===== config.mk =====
export PLATFORM = sky130hd
export DESIGN_NAME = cp0_ctrl_flat
export DESIGN_NICKNAME = d
export VERILOG_FILES = /design/src/rtl/cp0_ctrl_pkg.sv /design/src/rtl/cp0_ctrl_if.sv /design/src/rtl/cp0_ctrl.sv /design/src/flat_wrapper.sv
export SDC_FILE = /design/constraint.sdc
export NUM_CORES = 1
export LEC_CHECK = 0
export ABC_AREA = 1
export BUFFER_PORTS_ARGS = -buffer_cell sky130_fd_sc_hd__buf_2
export CORE_MARGIN = 4
export CORE_UTILIZATION = 40
export DETAILED_ROUTE_END_ITERATION = 10
export MAX_ROUTING_LAYER = met4
export PLACE_DENSITY_LB_ADDON = 0.15
export SETUP_SLACK_MARGIN = 0.4
export SLEW_MARGIN = 30
export SYNTH_ARGS = -nofsm -noshare
export SYNTH_HDL_FRONTEND = slang
export SYNTH_SLANG_ARGS = --single-unit

===== constraint.sdc =====
create_clock -name clk -period 3.3 [get_ports clk]
set_clock_uncertainty 0.15 [all_clocks]
set_input_delay 0.66 -clock clk [delete_from_list [all_inputs] [get_ports clk]]
set_output_delay 0.66 -clock clk [all_outputs]
set_load 0.005 [all_outputs]

===== src/rtl/cp0_ctrl_pkg.sv =====
// Shared constants for the CP0 command initiator: role codes, request kinds,
// FSM state encoding and the default exception entry address.
package cp0_pkg;

  localparam logic [2:0] ROLE_MFC0    = 3'b000;
  localparam logic [2:0] ROLE_MTC0    = 3'b001;
  localparam logic [2:0] ROLE_BREAK   = 3'b010;
  localparam logic [2:0] ROLE_SYSCALL = 3'b011;
  localparam logic [2:0] ROLE_TEQ     = 3'b100;
  localparam logic [2:0] ROLE_ERET    = 3'b101;

  localparam logic [2:0] KIND_MFC0    = 3'd0;
  localparam logic [2:0] KIND_MTC0    = 3'd1;
  localparam logic [2:0] KIND_BREAK   = 3'd2;
  localparam logic [2:0] KIND_SYSCALL = 3'd3;
  localparam logic [2:0] KIND_TEQ     = 3'd4;
  localparam logic [2:0] KIND_ERET    = 3'd5;

  localparam logic [31:0] DEFAULT_HANDLER_ADDR = 32'h0040_0004;

  typedef enum logic [1:0] {
    ST_IDLE,
    ST_ISSUE,
    ST_CAPTURE,
    ST_FINISH
  } state_t;

  function automatic logic [2:0] kind_to_role(input logic [2:0] kind);
    case (kind)
      KIND_MTC0:    kind_to_role = ROLE_MTC0;
      KIND_BREAK:   kind_to_role = ROLE_BREAK;
      KIND_SYSCALL: kind_to_role = ROLE_SYSCALL;
      KIND_TEQ:     kind_to_role = ROLE_TEQ;
      KIND_ERET:    kind_to_role = ROLE_ERET;
      default:      kind_to_role = ROLE_MFC0;
    endcase
  endfunction

endpackage


===== src/rtl/cp0_ctrl_if.sv =====
// Bundle of the decode-side request/response and CP0 command signals.
// slave = the cp0_ctrl initiator, master = datapath plus CP0 environment.
interface cp0_ctrl_if #(parameter int ROLE_W = 3);
  logic              req_valid;
  logic [2:0]        req_kind;
  logic [31:0]       req_pc;
  logic [4:0]        req_sel;
  logic [31:0]       req_wdata;
  logic              teq_equal;
  logic [31:0]       cp0_outdata;
  logic [ROLE_W-1:0] cp0_role;
  logic [4:0]        cp0_sel;
  logic [31:0]       cp0_data_in;
  logic              stall;
  logic              done;
  logic [31:0]       rd_data;
  logic              redirect;
  logic [31:0]       redirect_pc;

  modport slave (
    input  req_valid, req_kind, req_pc, req_sel, req_wdata, teq_equal, cp0_outdata,
    output cp0_role, cp0_sel, cp0_data_in, stall, done, rd_data, redirect, redirect_pc
  );

  modport master (
    output req_valid, req_kind, req_pc, req_sel, req_wdata, teq_equal, cp0_outdata,
    input  cp0_role, cp0_sel, cp0_data_in, stall, done, rd_data, redirect, redirect_pc
  );
endinterface


===== src/rtl/cp0_ctrl.sv =====
// CPU-side CP0 command initiator: IDLE -> ISSUE -> CAPTURE -> FINISH sequencing.
// Optional CP0_CTRL_EXC_CNT_EN adds a saturating exc_count of handler redirects.
module cp0_ctrl
  import cp0_pkg::*;
#(
  parameter logic [31:0] HANDLER_ADDR = DEFAULT_HANDLER_ADDR,
  parameter int          ROLE_W       = 3
) (
  input logic        clk,
  input logic        rst,
  cp0_ctrl_if.slave  bus
`ifdef CP0_CTRL_EXC_CNT_EN
  ,
  output logic [15:0] exc_count
`endif
);

  state_t            r_state;
  logic [2:0]        r_kind;
  logic [ROLE_W-1:0] r_role;
  logic [4:0]        r_sel;
  logic [31:0]       r_data;
  logic              r_done;
  logic              r_redirect;
  logic [31:0]       r_rd_data;
  logic [31:0]       r_redirect_pc;
  logic              w_skip;
  logic              w_is_exc;
`ifdef CP0_CTRL_EXC_CNT_EN
  logic [15:0]       r_exc_count;
`endif

  // Untaken teq and illegal kinds finish without touching CP0.
  assign w_skip = ((bus.req_kind == KIND_TEQ) && !bus.teq_equal) || (bus.req_kind > KIND_ERET);
  assign w_is_exc = (r_kind == KIND_BREAK) || (r_kind == KIND_SYSCALL) || (r_kind == KIND_TEQ);

  always_ff @(posedge clk or negedge rst) begin
    if (!rst) begin
      r_state       <= ST_IDLE;
      r_kind        <= KIND_MFC0;
      r_role        <= '0;
      r_sel         <= '0;
      r_data        <= '0;
      r_done        <= 1'b0;
      r_redirect    <= 1'b0;
      r_rd_data     <= '0;
      r_redirect_pc <= '0;
`ifdef CP0_CTRL_EXC_CNT_EN
      r_exc_count   <= '0;
`endif
    end else begin
      r_role     <= ROLE_W'(ROLE_MFC0);
      r_sel      <= '0;
      r_data     <= '0;
      r_done     <= 1'b0;
      r_redirect <= 1'b0;
      case (r_state)
        ST_IDLE: begin
          if (bus.req_valid) begin
            r_kind <= bus.req_kind;
            if (w_skip) begin
              r_state <= ST_FINISH;
              r_done  <= 1'b1;
            end else begin
              // The command is registered here so it appears on the bus during ISSUE.
              r_state <= ST_ISSUE;
              r_role  <= ROLE_W'(kind_to_role(bus.req_kind));
              if (bus.req_kind == KIND_MFC0 || bus.req_kind == KIND_MTC0)
                r_sel <= bus.req_sel;
              if (bus.req_kind == KIND_MTC0)
                r_data <= bus.req_wdata;
              else if (bus.req_kind >= KIND_BREAK && bus.req_kind <= KIND_TEQ)
                r_data <= bus.req_pc;
            end
          end
        end
        ST_ISSUE: begin
          if (r_kind == KIND_MFC0 || r_kind == KIND_ERET) begin
            r_state <= ST_CAPTURE;
          end else begin
            r_state <= ST_FINISH;
            r_done  <= 1'b1;
            if (w_is_exc) begin
              r_redirect    <= 1'b1;
              r_redirect_pc <= HANDLER_ADDR;
            end
          end
        end
        ST_CAPTURE: begin
          r_state <= ST_FINISH;
          r_done  <= 1'b1;
          if (r_kind == KIND_MFC0) begin
            r_rd_data <= bus.cp0_outdata;
          end else begin
            r_redirect    <= 1'b1;
            r_redirect_pc <= bus.cp0_outdata;
          end
        end
        default: begin
          r_state <= ST_IDLE;
`ifdef CP0_CTRL_EXC_CNT_EN
          if (r_redirect && w_is_exc && r_exc_count != 16'hFFFF)
            r_exc_count <= r_exc_count + 16'd1;
`endif
        end
      endcase
    end
  end

  // Stall rises combinationally with the request so decode freezes in the accept cycle.
  assign bus.stall       = (r_state != ST_IDLE) || (bus.req_valid && rst);
  assign bus.cp0_role    = r_role;
  assign bus.cp0_sel     = r_sel;
  assign bus.cp0_data_in = r_data;
  assign bus.done        = r_done;
  assign bus.redirect    = r_redirect;
  assign bus.rd_data     = r_rd_data;
  assign bus.redirect_pc = r_redirect_pc;
`ifdef CP0_CTRL_EXC_CNT_EN
  assign exc_count = r_exc_count;
`endif

endmodule


===== src/flat_wrapper.sv =====
// flat-port wrapper written by rule: the top's interface ports become plain ports
module cp0_ctrl_flat import cp0_pkg::*;
#(
  parameter logic [31:0] HANDLER_ADDR = DEFAULT_HANDLER_ADDR,
  parameter int          ROLE_W       = 3
)
  (clk, rst, bus_req_valid, bus_req_kind, bus_req_pc, bus_req_sel, bus_req_wdata, bus_teq_equal, bus_cp0_outdata, bus_cp0_role, bus_cp0_sel, bus_cp0_data_in, bus_stall, bus_done, bus_rd_data, bus_redirect, bus_redirect_pc);
  cp0_ctrl_if #(.ROLE_W(ROLE_W)) bus_i ();
  input logic clk;
  input logic rst;
  input wire logic [$bits(bus_i.req_valid)-1:0] bus_req_valid;
  input wire logic [$bits(bus_i.req_kind)-1:0] bus_req_kind;
  input wire logic [$bits(bus_i.req_pc)-1:0] bus_req_pc;
  input wire logic [$bits(bus_i.req_sel)-1:0] bus_req_sel;
  input wire logic [$bits(bus_i.req_wdata)-1:0] bus_req_wdata;
  input wire logic [$bits(bus_i.teq_equal)-1:0] bus_teq_equal;
  input wire logic [$bits(bus_i.cp0_outdata)-1:0] bus_cp0_outdata;
  output wire logic [$bits(bus_i.cp0_role)-1:0] bus_cp0_role;
  output wire logic [$bits(bus_i.cp0_sel)-1:0] bus_cp0_sel;
  output wire logic [$bits(bus_i.cp0_data_in)-1:0] bus_cp0_data_in;
  output wire logic [$bits(bus_i.stall)-1:0] bus_stall;
  output wire logic [$bits(bus_i.done)-1:0] bus_done;
  output wire logic [$bits(bus_i.rd_data)-1:0] bus_rd_data;
  output wire logic [$bits(bus_i.redirect)-1:0] bus_redirect;
  output wire logic [$bits(bus_i.redirect_pc)-1:0] bus_redirect_pc;
  assign bus_i.req_valid = bus_req_valid;
  assign bus_i.req_kind = bus_req_kind;
  assign bus_i.req_pc = bus_req_pc;
  assign bus_i.req_sel = bus_req_sel;
  assign bus_i.req_wdata = bus_req_wdata;
  assign bus_i.teq_equal = bus_teq_equal;
  assign bus_i.cp0_outdata = bus_cp0_outdata;
  assign bus_cp0_role = bus_i.cp0_role;
  assign bus_cp0_sel = bus_i.cp0_sel;
  assign bus_cp0_data_in = bus_i.cp0_data_in;
  assign bus_stall = bus_i.stall;
  assign bus_done = bus_i.done;
  assign bus_rd_data = bus_i.rd_data;
  assign bus_redirect = bus_i.redirect;
  assign bus_redirect_pc = bus_i.redirect_pc;
  cp0_ctrl #(.HANDLER_ADDR(HANDLER_ADDR), .ROLE_W(ROLE_W)) u_core (.clk(clk), .rst(rst), .bus(bus_i));
endmodule

==> metrics, run 1 <==
outcome finished, final reports clean; RSZ-0062 raised after global routing false; Post-DRT Antenna Nets 0; Synth Net Count roughly 610; Max Root-Sink Buffers 2; leak pwr 3.52 nW; r2r setup slk 1090 ps; fmax roughly 0.45 GHz; post-synth cell types 18; DP HPWL 8760 microns; setup violators final 0; Synth Cell Area between 4000 and 5000 sq um; critical-path maximum fanout 27; post_cts resized 0; First-pass DRT Iterations 4; Worst path max stage delay 520 ps; period utilization 0.668; vias in the first global route 3761; count of final hold-check violations 0; Die ar. 13400 sq um; total grt overflow 0; initial antenna violation count 2; sum of negative setup slack 0 ps; Root Buffer clkbuf_16; placed inst area a little under 6000 sq um; die width ~120 microns; routed wire length per instance 14.1 microns; CP max-delay cell nand4_2; Hold Buf Count CTS 0; number of nets in the layout about 800; Worst-Margin Slew 686 ps; largest net degree at the start of global routing 112; layout cell share with drive strength beyond 1 0.376; DIE HEIGHT 116 microns; row count 39; Critical Path Sink Type register; Synth warnings 0; drt drc 0; number of fill cells 1066; gr usage total 0.185; CTS tree built; Starting Density 0.407; Power per Cell Area around 740 nW/um^2; clock-pin slew on the worst setup and hold paths approximately 70 ps; Avg Cell Area, Syn 9.29 sq um; clock sink count 111; min Tclk post-route 2210 ps; routed vias 3973; Ports 215; Post-CTS Setup Bufs 0; first-pass GRT wire length 18700 microns; Final Max Slew Viols 0; MaxCap Viol Count 0; critical path arrival 2280 ps; CP required roughly 3400 ps; DRT iter0 DRCs 276; Worst IR Drop VDD slightly above 0.0004 V; CP cell instances inv_1 -> ha_1 -> buf_4 -> nand4_2 -> buf_4 -> nand2_1 -> o21ai_0; design area 6080 sq um; PortBufs 214; register area share after synthesis 0.597; core area 11400 sq um; final RePlAce weighted congestion 0.830; Tightest Hold Check Type in2async; H-tree Lvls 3; area delta synth->final 30.8%; vias per cell around 4.6; Most Frequent Cell on Critical Path buf_4; relative slew slack 0.542; Setup crit start kind register; CTS buffer count 9; WL final between 10000 and 15000 microns; CP Class reg2reg; worst-skew pair later-pin latency 340 ps; Mapped Cells approximately 500; Synth Register Bits 111
==> final cells by class <==
cell class | count | area, sq um | share of cell area
sequential | 111 | 2780 | 0.457
multi-input combinational | 318 | 1520 | 0.250
timing repair buffer | 221 | 1140 | 0.187
clock buffer | 12 | 246 | 0.0405
tap | 143 | 179 | 0.0294
inverter | 46 | 173 | 0.0284
clock inverter | 4 | 45.0 | 0.00740
antenna | 2 | 5.00 | 0.000823
==> cell usage after synthesis <==
library cell / n / area share
o21ai_0: 38 / 0.041
dfrtp_1: 111 / 0.60
nor2_2: 1 / 0.0013
ha_1: 4 / 0.011
a21oi_2: 25 / 0.047
a21oi_1: 10 / 0.011
nand2_1: 186 / 0.15
inv_1: 46 / 0.037
nand3_4: 1 / 0.0038
buf_6: 10 / 0.024
nand3_1: 36 / 0.039
nor3b_4: 1 / 0.0040
nor2_1: 12 / 0.0097
nand3_2: 1 / 0.0022
buf_2: 7 / 0.0075
nand4_2: 1 / 0.0027
clkbuf_1: 9 / 0.0073
nor2_4: 2 / 0.0048
==> metal layers <==
metal  part of all wire  track usage  up-vias
li1                   -            -     1982
met1               0.44        0.240     1809
met2               0.44        0.272      169
met3               0.10       0.0621       13
met4              0.014       0.0626        0
met5                  0            -        -
==> cells by family (layout without fill, tap and decap cells) <==
group / after synthesis / after routing / share of synthesized area
buffers and inverters: 72 / 283 / 0.0761
other: 0 / 2 / 0
adders and majority gates: 4 / 4 / 0.0108
AOI/OAI and AO/OA: 73 / 73 / 0.0987
and+or+nand+nor: 241 / 241 / 0.217
DFF: 111 / 111 / 0.597
==> state kept, by name (all words and copies together), names as in the netlist <==
signal                  flops
u_core.bus.cp0_sel          5
u_core.bus.cp0_data_in     32
u_core.bus.redirect         1
u_core.bus.done             1
u_core.bus.redirect_pc     32
u_core.r_kind               3
u_core.r_state              2
u_core.bus.cp0_role         3
u_core.bus.rd_data         32
==> power breakdown <==
part | total, mW | switching, mW | internal [mW] | leakage [nW]
Sequential | 1.90 | 0.173 | 1.73 | 1.46
Combinational | 1.53 | 0.951 | 0.575 | 1.91
Clock | 1.09 | 0.478 | 0.607 | 0.146
Total | 4.51 | 1.60 | 2.91 | 3.52
==> worst max-delay path: cells and delay by family (launching register included) <==
kind,cells,cell delay [ps]
flip-flops,1,410
buffers and inverters,3,710
adder cells (fa/ha/maj),1,140
AND/OR/NAND/NOR,2,590
AO/OA/AOI/OAI,1,80
==> path summary, 6_finish.rpt <==
kind / start / to / cells after the start
worst max-delay path: u_core.r_state[0] / u_core.bus.rd_data[5] / 7
worst min-delay path: rst / u_core.r_state[1] / 2
worst max register to register: u_core.r_state[0] / u_core.bus.rd_data[5] / 7
worst min register to register: u_core.bus.redirect_pc[23] / u_core.bus.redirect_pc[23] / 2
max in group asynchronous: rst / u_core.bus.rd_data[30] / 2
min in group clk: u_core.bus.redirect_pc[23] / u_core.bus.redirect_pc[23] / 2
==> through the flow <==
step / instances / total power [mW] / utilization / hold WS (ps) / setup WS, ps
after global routing: 857 / 4.89 / 0.533 / 279 / 841
after CTS: 855 / 4.59 / 0.532 / 287 / 1050
final: 857 / 4.51 / 0.533 / 230 / 1090
after detailed placement: 839 / 3.49 / 0.507 / 311 / 1040
after floorplan: 501 / 2.86 / - / 214 / 1670
after global placement: 839 / 3.44 / 0.507 / 303 / 1070
==> cells in the final DEF, fill, tap and decap left out <==
master,synthesis,layout
buf_4,0,7
nand3_2,1,1
clkinv_2,0,3
a21oi_2,25,25
o21ai_0,38,38
bufinv_16,0,1
a21oi_1,10,10
nor3b_4,1,1
nor2_4,2,2
inv_2,0,1
ha_1,4,4
dfrtp_1,111,111
inv_1,46,45
clkbuf_8,0,1
buf_12,0,1
buf_2,7,213
nand3_1,36,36
clkbuf_1,9,2
nor2_2,1,1
clkbuf_16,0,9
nand3_4,1,1
nand2_1,186,186
diode_2,0,2
nor2_1,12,12
nand4_2,1,1
Power figures use the tool's default switching activity.
==> inputs of run 2 (changes only) <==
ABC_AREA = 0   (was 1)
clock period = 2.3 ns   (was 3.3 ns; I/O delays follow)
==> run 2 against run 1 <==
  * First-iteration DRC count decreased by 43%
  * Final area is 3.7% higher
  * Worst setup slack lost 650 ps
  * Sequential power grew 46%
  * Critical path type unchanged
  * Largest power group is now combinational logic
  * Highest routed layer unchanged
==> metrics, run 2 <==
Worst path max stage delay 430 ps (was 520 ps); asr flop ratio synth 1.00 (unchanged); clock-pin slew on the worst setup and hold paths 70 ps (about the same); Synth Register Bits 111 (unchanged); core area 11000 sq um (was 11400 sq um); r2r startpoint u_core.r_kind[2] (was u_core.r_state[0]); die width 115 microns (was 116 microns); count of final hold-check violations 0 (unchanged); sum of negative setup slack 0 ps (unchanged); sequential cell area 2780 sq um (about the same); Avg Cell Area, Syn 12.1 sq um (was 9.29 sq um); worst-skew pair later-pin latency 330 ps (was 340 ps); area delta synth->final 38.3% (was 30.8%); vias in the first global route 3793 (was 3761); First-pass DRT Iterations 4 (unchanged); fmax 0.539 GHz (was 0.453 GHz); routed vias 3584 (was 3973); Root Buffer clkbuf_16 (unchanged); Setup crit start kind register (unchanged); layout cell share with drive strength beyond 1 0.492 (was 0.376); MaxCap Viol Count 0 (unchanged); worst r2r dst u_core.bus.rd_data[26] (was u_core.bus.rd_data[5]); CP Class reg2reg (unchanged); GR Util met1 0.219 (was 0.240); r2r setup slk 440 ps (was 1090 ps); number of nets in the layout 714 (was 819); vias per cell 4.80 (was 4.64); post-synth cell types 29 (was 18); Critical Path Sink Type register (unchanged); CTS tree built (unchanged); Worst IR Drop VDD 0.000602 V (was 0.000411 V); commonest cells after routing, fill and taps aside 213 x buf_2, 109 x dfrtp_1, 39 x nand2_1 (was 213 x buf_2, 186 x nand2_1, 111 x dfrtp_1); CP cell instances or2_4 -> nor3b_4 -> buf_4 -> clkbuf_16 -> mux2_2 (was inv_1 -> ha_1 -> buf_4 -> nand4_2 -> buf_4 -> nand2_1 -> o21ai_0); diode count 0 (was 2); routed wire length per instance 15.6 microns (was 14.1 microns); critical path arrival 1930 ps (was 2280 ps); Final Max Slew Viols 0 (unchanged); total grt overflow 0 (unchanged); Starting Density 0.415 (was 0.407); Ports 215 (unchanged); min Tclk post-route 1860 ps (was 2210 ps); critical-path maximum fanout 12 (was 27); clock sink count 111 (unchanged); most common cell in the netlist dfrtp_1 (was nand2_1); design area 6310 sq um (was 6080 sq um); commonest non-fill, non-tap cell in the layout buf_2 (unchanged); post-synth top area share 0.609 (was 0.597); FF-to-FF path depth 5 (was 7); leak pwr 3.26 nW (was 3.52 nW); Synth warnings 0 (unchanged); Worst Setup EP u_core.bus.rd_data[26] (was u_core.bus.rd_data[5]); number of fill cells 977 (was 1066); Die ar. 13200 sq um (was 13400 sq um); synth cell count leaders 111 x dfrtp_1, 40 x nand2_1, 36 x nor2_1 (was 186 x nand2_1, 111 x dfrtp_1, 46 x inv_1); CTS buffer count 9 (unchanged); GRT met3 Usage 0.0537 (was 0.0621); final RePlAce weighted congestion 0.748 (was 0.830); RSZ-0062 raised after global routing true (was false); largest net degree at the start of global routing 112 (unchanged); setup violators final 0 (unchanged); WL final 11600 microns (was 12000 microns); DIE HEIGHT 115 microns (was 116 microns); Hold Buf Count CTS 0 (unchanged); Tightest Hold Check Type in2async (unchanged); Mapped Cells 378 (was 501); row count 38 (was 39); Power per Cell Area 1160 nW/um^2 (was 742 nW/um^2); crit path from u_core.r_kind[2] (was u_core.r_state[0]); multi-input combinational cell area 1580 sq um (was 1520 sq um); Synth Flop Type dfrtp_1 (unchanged); register area share after synthesis 0.609 (was 0.597); placed inst area 5790 sq um (about the same); relative slew slack 0.609 (was 0.542); DP HPWL 8360 microns (was 8760 microns); gr usage total 0.181 (was 0.185); CP max-delay cell dfrtp_2 (was nand4_2); Synth Cell Area 4560 sq um (was 4650 sq um); H-tree Lvls 3 (unchanged); PortBufs 214 (unchanged); Worst-Margin Slew 587 ps (was 686 ps); Post-synth EDFFs 0 (unchanged); DRT iter0 DRCs 156 (was 276); GR Layer Usage met2 0.286 (was 0.272); Post-DRT Antenna Nets 0 (unchanged); outcome finished, final reports clean (unchanged); Synth Net Count 490 (was 613); period utilization 0.807 (was 0.668); drt drc 0 (unchanged); initial antenna violation count 0 (was 2); grt peak-use layer met2 (unchanged); Max Root-Sink Buffers 2 (unchanged); CP required 2370 ps (was 3370 ps); first-pass GRT wire length 18200 microns (was 18700 microns); largest area contributor in the netlist dfrtp_1 (unchanged); Synth area leaders dfrtp_1 61%, mux2_2 8.1%, mux2i_1 6.8% (was dfrtp_1 60%, nand2_1 15%, a21oi_2 4.7%)
==> run 2: cell count changes in the layout (fill, tap and decap cells not counted), sizes merged, moves of 14 or more <==
cell,previous run,this run
a22oi,0,32
inv,46,32
mux2i,0,31
mux2,0,35
nor2,15,36
nand2,186,40
a21oi,35,5
nand3,38,3
o21ai,38,3
==> run 2: what timing repair did <==
item                       in CTS  in global routing
hold endpoints to repair        0                  0
resized for setup               8                 10
cloned                          0                  2
pin swaps                       1                  1
setup endpoints to repair      33                 65
setup buffers                   3                  7
==> run 2: power by group <==
| group | switching, mW | internal (mW) | leakage, nW | total [mW] |
|---|---|---|---|---|
| combinational | 1.32 | 1.60 | 1.68 | 2.92 |
| sequential | 0.286 | 2.49 | 1.43 | 2.78 |
| clock | 0.676 | 0.951 | 0.145 | 1.63 |
==> run 2: worst min-delay path by stage <==
stage | end | start | slack, ps | depth (start not counted)
2_1_floorplan | u_core.bus.cp0_data_in[0] | rst | 10 | 0
3_3_place_gp | u_core.bus.rd_data[13] | u_core.bus.rd_data[13] | 310 | 1
3_5_place_dp | u_core.bus.rd_data[13] | u_core.bus.rd_data[13] | 320 | 1
4_1_cts | u_core.bus.rd_data[0] | rst | 110 | 2
5_1_grt | u_core.bus.rd_data[0] | rst | 140 | 2
6_report | u_core.bus.redirect_pc[3] | rst | 80 | 2
==> run 2: layer usage <==
| layer | part of all wire | wire length (microns) |
|---|---|---|
| met1 | 0.41 | 4720 |
| met2 | 0.49 | 5670 |
| met3 | 0.088 | 1020 |
| met4 | 0.018 | 210 |
| met5 | 0 | 0 |
==> run 2: cell families after synthesis <==
group | synth area share
flops | 0.609
simple gates | 0.0908
compound gates | 0.0779
buf+inv | 0.0570
mux | 0.154
fa+ha+maj | 0.0110
==> run 2: through the flow <==
step / std cells / utilization / total power, mW / setup slack [ps] / hold slack [ps]
final: 746 / 0.574 / 7.32 / 445 / 79.1
after global routing: 746 / 0.574 / 7.82 / 379 / 136
after CTS: 737 / 0.561 / 7.14 / 402 / 112
after detailed placement: 719 / 0.527 / 5.35 / 101 / 319
after global placement: 719 / 0.527 / 5.26 / 185 / 314
after floorplan: 378 / - / 4.37 / 438 / 14.4
==> run 2: critical path: cells and delay by family (launching register included) <==
family,cells,cell delay [ps]
DFF,1,430
muxes,1,340
and+or+nand+nor,2,470
buffers and inverters,2,340
==> run 2: area by class of cell <==
cell class | instances | share of cell area
clock buffer | 10 | 0.0363
clock inverter | 5 | 0.0133
inverter | 32 | 0.0194
multi-input combinational | 212 | 0.250
sequential | 111 | 0.441
tap | 140 | 0.0278
timing repair buffer | 236 | 0.213
==> inputs of run 3 (changes only) <==
clock period = 1.65 ns   (was 2.3 ns; I/O delays follow)
==> run 3 against run 2 <==
  * The run now ends with hold timing, setup timing left
  * Sequential share of layout area decreased by 5.4 points
  * Maximum frequency increased by 0.42%
  * Hold slack got worse by 130 ps
  * Core utilization increased by 7.9 points
  * First-iteration DRC count decreased by 16%
  * Die area unchanged
  * Critical path type unchanged
  * Critical endpoint is now u_core.bus.rd_data[6]
==> metrics, run 3 (synthesis results as in run 2) <==
Die ar. 13200 sq um (unchanged); WHS -55.4 ps (was 79.1 ps); gr usage total 0.196 (was 0.181); leak pwr 3.70 nW (was 3.26 nW); vias per cell 4.79 (was 4.80); final RePlAce weighted congestion 0.739 (was 0.748); r2r setup slk -200 ps (was 440 ps); sum of negative setup slack -10710 ps (was 0 ps); Max Root-Sink Buffers 2 (unchanged); initial antenna violation count 1 (was 0); CTS buffer count 9 (unchanged); Ports 215 (unchanged); Post-DRT Antenna Nets 0 (unchanged); drt drc 0 (unchanged); FF-to-FF path depth 6 (was 5); violated checks hold timing, setup timing; relative slew slack 0.402 (was 0.609); DP HPWL 8430 microns (was 8360 microns); clock sink count 111 (unchanged); Starting Density 0.415 (unchanged); CP required 1730 ps (was 2370 ps); Power per Cell Area 1650 nW/um^2 (was 1160 nW/um^2); worst-skew pair later-pin latency 340 ps (was 330 ps); DRT iter0 DRCs 131 (was 156); H-tree Lvls 3 (unchanged); row count 38 (unchanged); DP Cell Count 729 (was 719); Setup crit start kind register (unchanged); Critical Path Sink Type register (unchanged); commonest cells after routing, fill and taps aside 211 x buf_2, 111 x dfrtp_1, 53 x buf_4 (was 213 x buf_2, 109 x dfrtp_1, 39 x nand2_1); PortBufs 214 (unchanged); count of final hold-check violations 111 (was 0); Worst IR Drop VDD 0.000898 V (was 0.000602 V); fmax 0.541 GHz (was 0.539 GHz); crit path from u_core.r_state[0] (was u_core.r_kind[2]); Tightest Hold Check Type in2async (unchanged); Worst-Margin Slew 894 ps (was 587 ps); routed wire length per instance 16.4 microns (was 15.6 microns); MaxCap Viol Count 0 (unchanged); CP Class reg2reg (unchanged); min Tclk post-route 1850 ps (was 1860 ps); First-pass DRT Iterations 4 (unchanged); DIE HEIGHT 115 microns (unchanged); setup violators final 105 (was 0); largest net degree at the start of global routing 112 (unchanged); core area 11000 sq um (unchanged); critical path arrival 1920 ps (was 1930 ps); clock-pin slew on the worst setup and hold paths 70 ps (about the same); final worst setup slack -197 ps (was 445 ps); CTS tree built (unchanged); commonest non-fill, non-tap cell in the layout buf_2 (unchanged); r2r startpoint u_core.r_state[0] (was u_core.r_kind[2]); routed vias 3828 (was 3584); Final Max Slew Viols 0 (unchanged); post-layout util 0.654 (was 0.574); first-pass GRT wire length 19600 microns (was 18200 microns); Layout Cells excl Fill 800 (was 746); worst r2r dst u_core.bus.rd_data[6] (was u_core.bus.rd_data[26]); total grt overflow 0 (unchanged); layout cell share with drive strength beyond 1 0.586 (was 0.492); die width 115 microns (unchanged); vias in the first global route 3977 (was 3793); RSZ-0062 raised after global routing true (unchanged); number of nets in the layout 766 (was 714); area delta synth->final 57.4% (was 38.3%); Root Buffer clkbuf_16 (unchanged); critical-path maximum fanout 7 (was 12); period utilization 1.12 (was 0.807); WL final 13100 microns (was 11600 microns); outcome complete, but fails checks (was finished, final reports clean)
## run 3: cell count changes in the layout (fill, tap and decap cells not counted), sizes merged
cell and change:
buf +51, clkbuf +4, clkinvlp -2, diode +1
## run 3: timing repair
action                                 4_1_cts  5_1_grt
buffers inserted                            26       21
setup endpoints to repair                  218      218
endpoints found under the hold margin      111       30
resized for setup                           49       24
gates cloned                                 4        3
pin swaps                                    7        6
## run 3: worst max path at each step
stage                                  to  slack [ps]  cells past startpoint
2_1_floorplan  u_core.bus.redirect_pc[22]        -150                      5
3_3_place_gp   u_core.bus.redirect_pc[21]        -210                      7
3_5_place_dp   u_core.bus.redirect_pc[28]        -260                      7
4_1_cts            u_core.bus.rd_data[21]        -170                      6
5_1_grt            u_core.bus.rd_data[21]        -240                      6
6_report            u_core.bus.rd_data[6]        -200                      6
## run 3: through the flow
step / power [mW] / instance area (sq um) / setup slack (ps) / hold WS (ps)
after floorplan: 6.28 / 4780 / -148 / -116
after global placement: 7.56 / 6000 / -210 / 311
after detailed placement: 7.67 / 6000 / -261 / 328
after CTS: 11.3 / 6850 / -169 / -31.7
after global routing: 12.5 / 7180 / -244 / -26.0
final: 11.8 / 7180 / -197 / -55.4
## run 3: layout make-up
| type | instances | area [sq um] |
|---|---|---|
| timing repair buffer | 288 | 1890 |
| tap | 140 | 175 |
| sequential | 111 | 2780 |
| fill | 869 | 3800 |
| multi-input combinational | 212 | 1880 |
| antenna | 1 | 2.50 |
| clock inverter | 3 | 65.1 |
| inverter | 32 | 120 |
| clock buffer | 13 | 260 |
## run 3: critical path, stage by stage, from the launching register on
cell and delay (ps):
dfrtp_1 430, inv_2 100, ha_4 160, nor3b_4 220, buf_6 160, clkbuf_16 170
mux2_2 340
## run 3: routing by layer
metal	global-route usage	vias up	routed length (microns)
met3	0.0453	12	1030
met5	-	-	0
met2	0.331	143	6560
li1	-	1819	-
met1	0.237	1854	5390
met4	0.0587	0	157
## run 3: report_power, final
part | internal [mW] | total, mW | leakage (nW) | switching (mW)
logic | 3.29 | 5.62 | 2.10 | 2.34
clock network | 1.41 | 2.35 | 0.160 | 0.932
registers | 3.47 | 3.84 | 1.44 | 0.378
total | 8.17 | 11.8 | 3.70 | 3.65
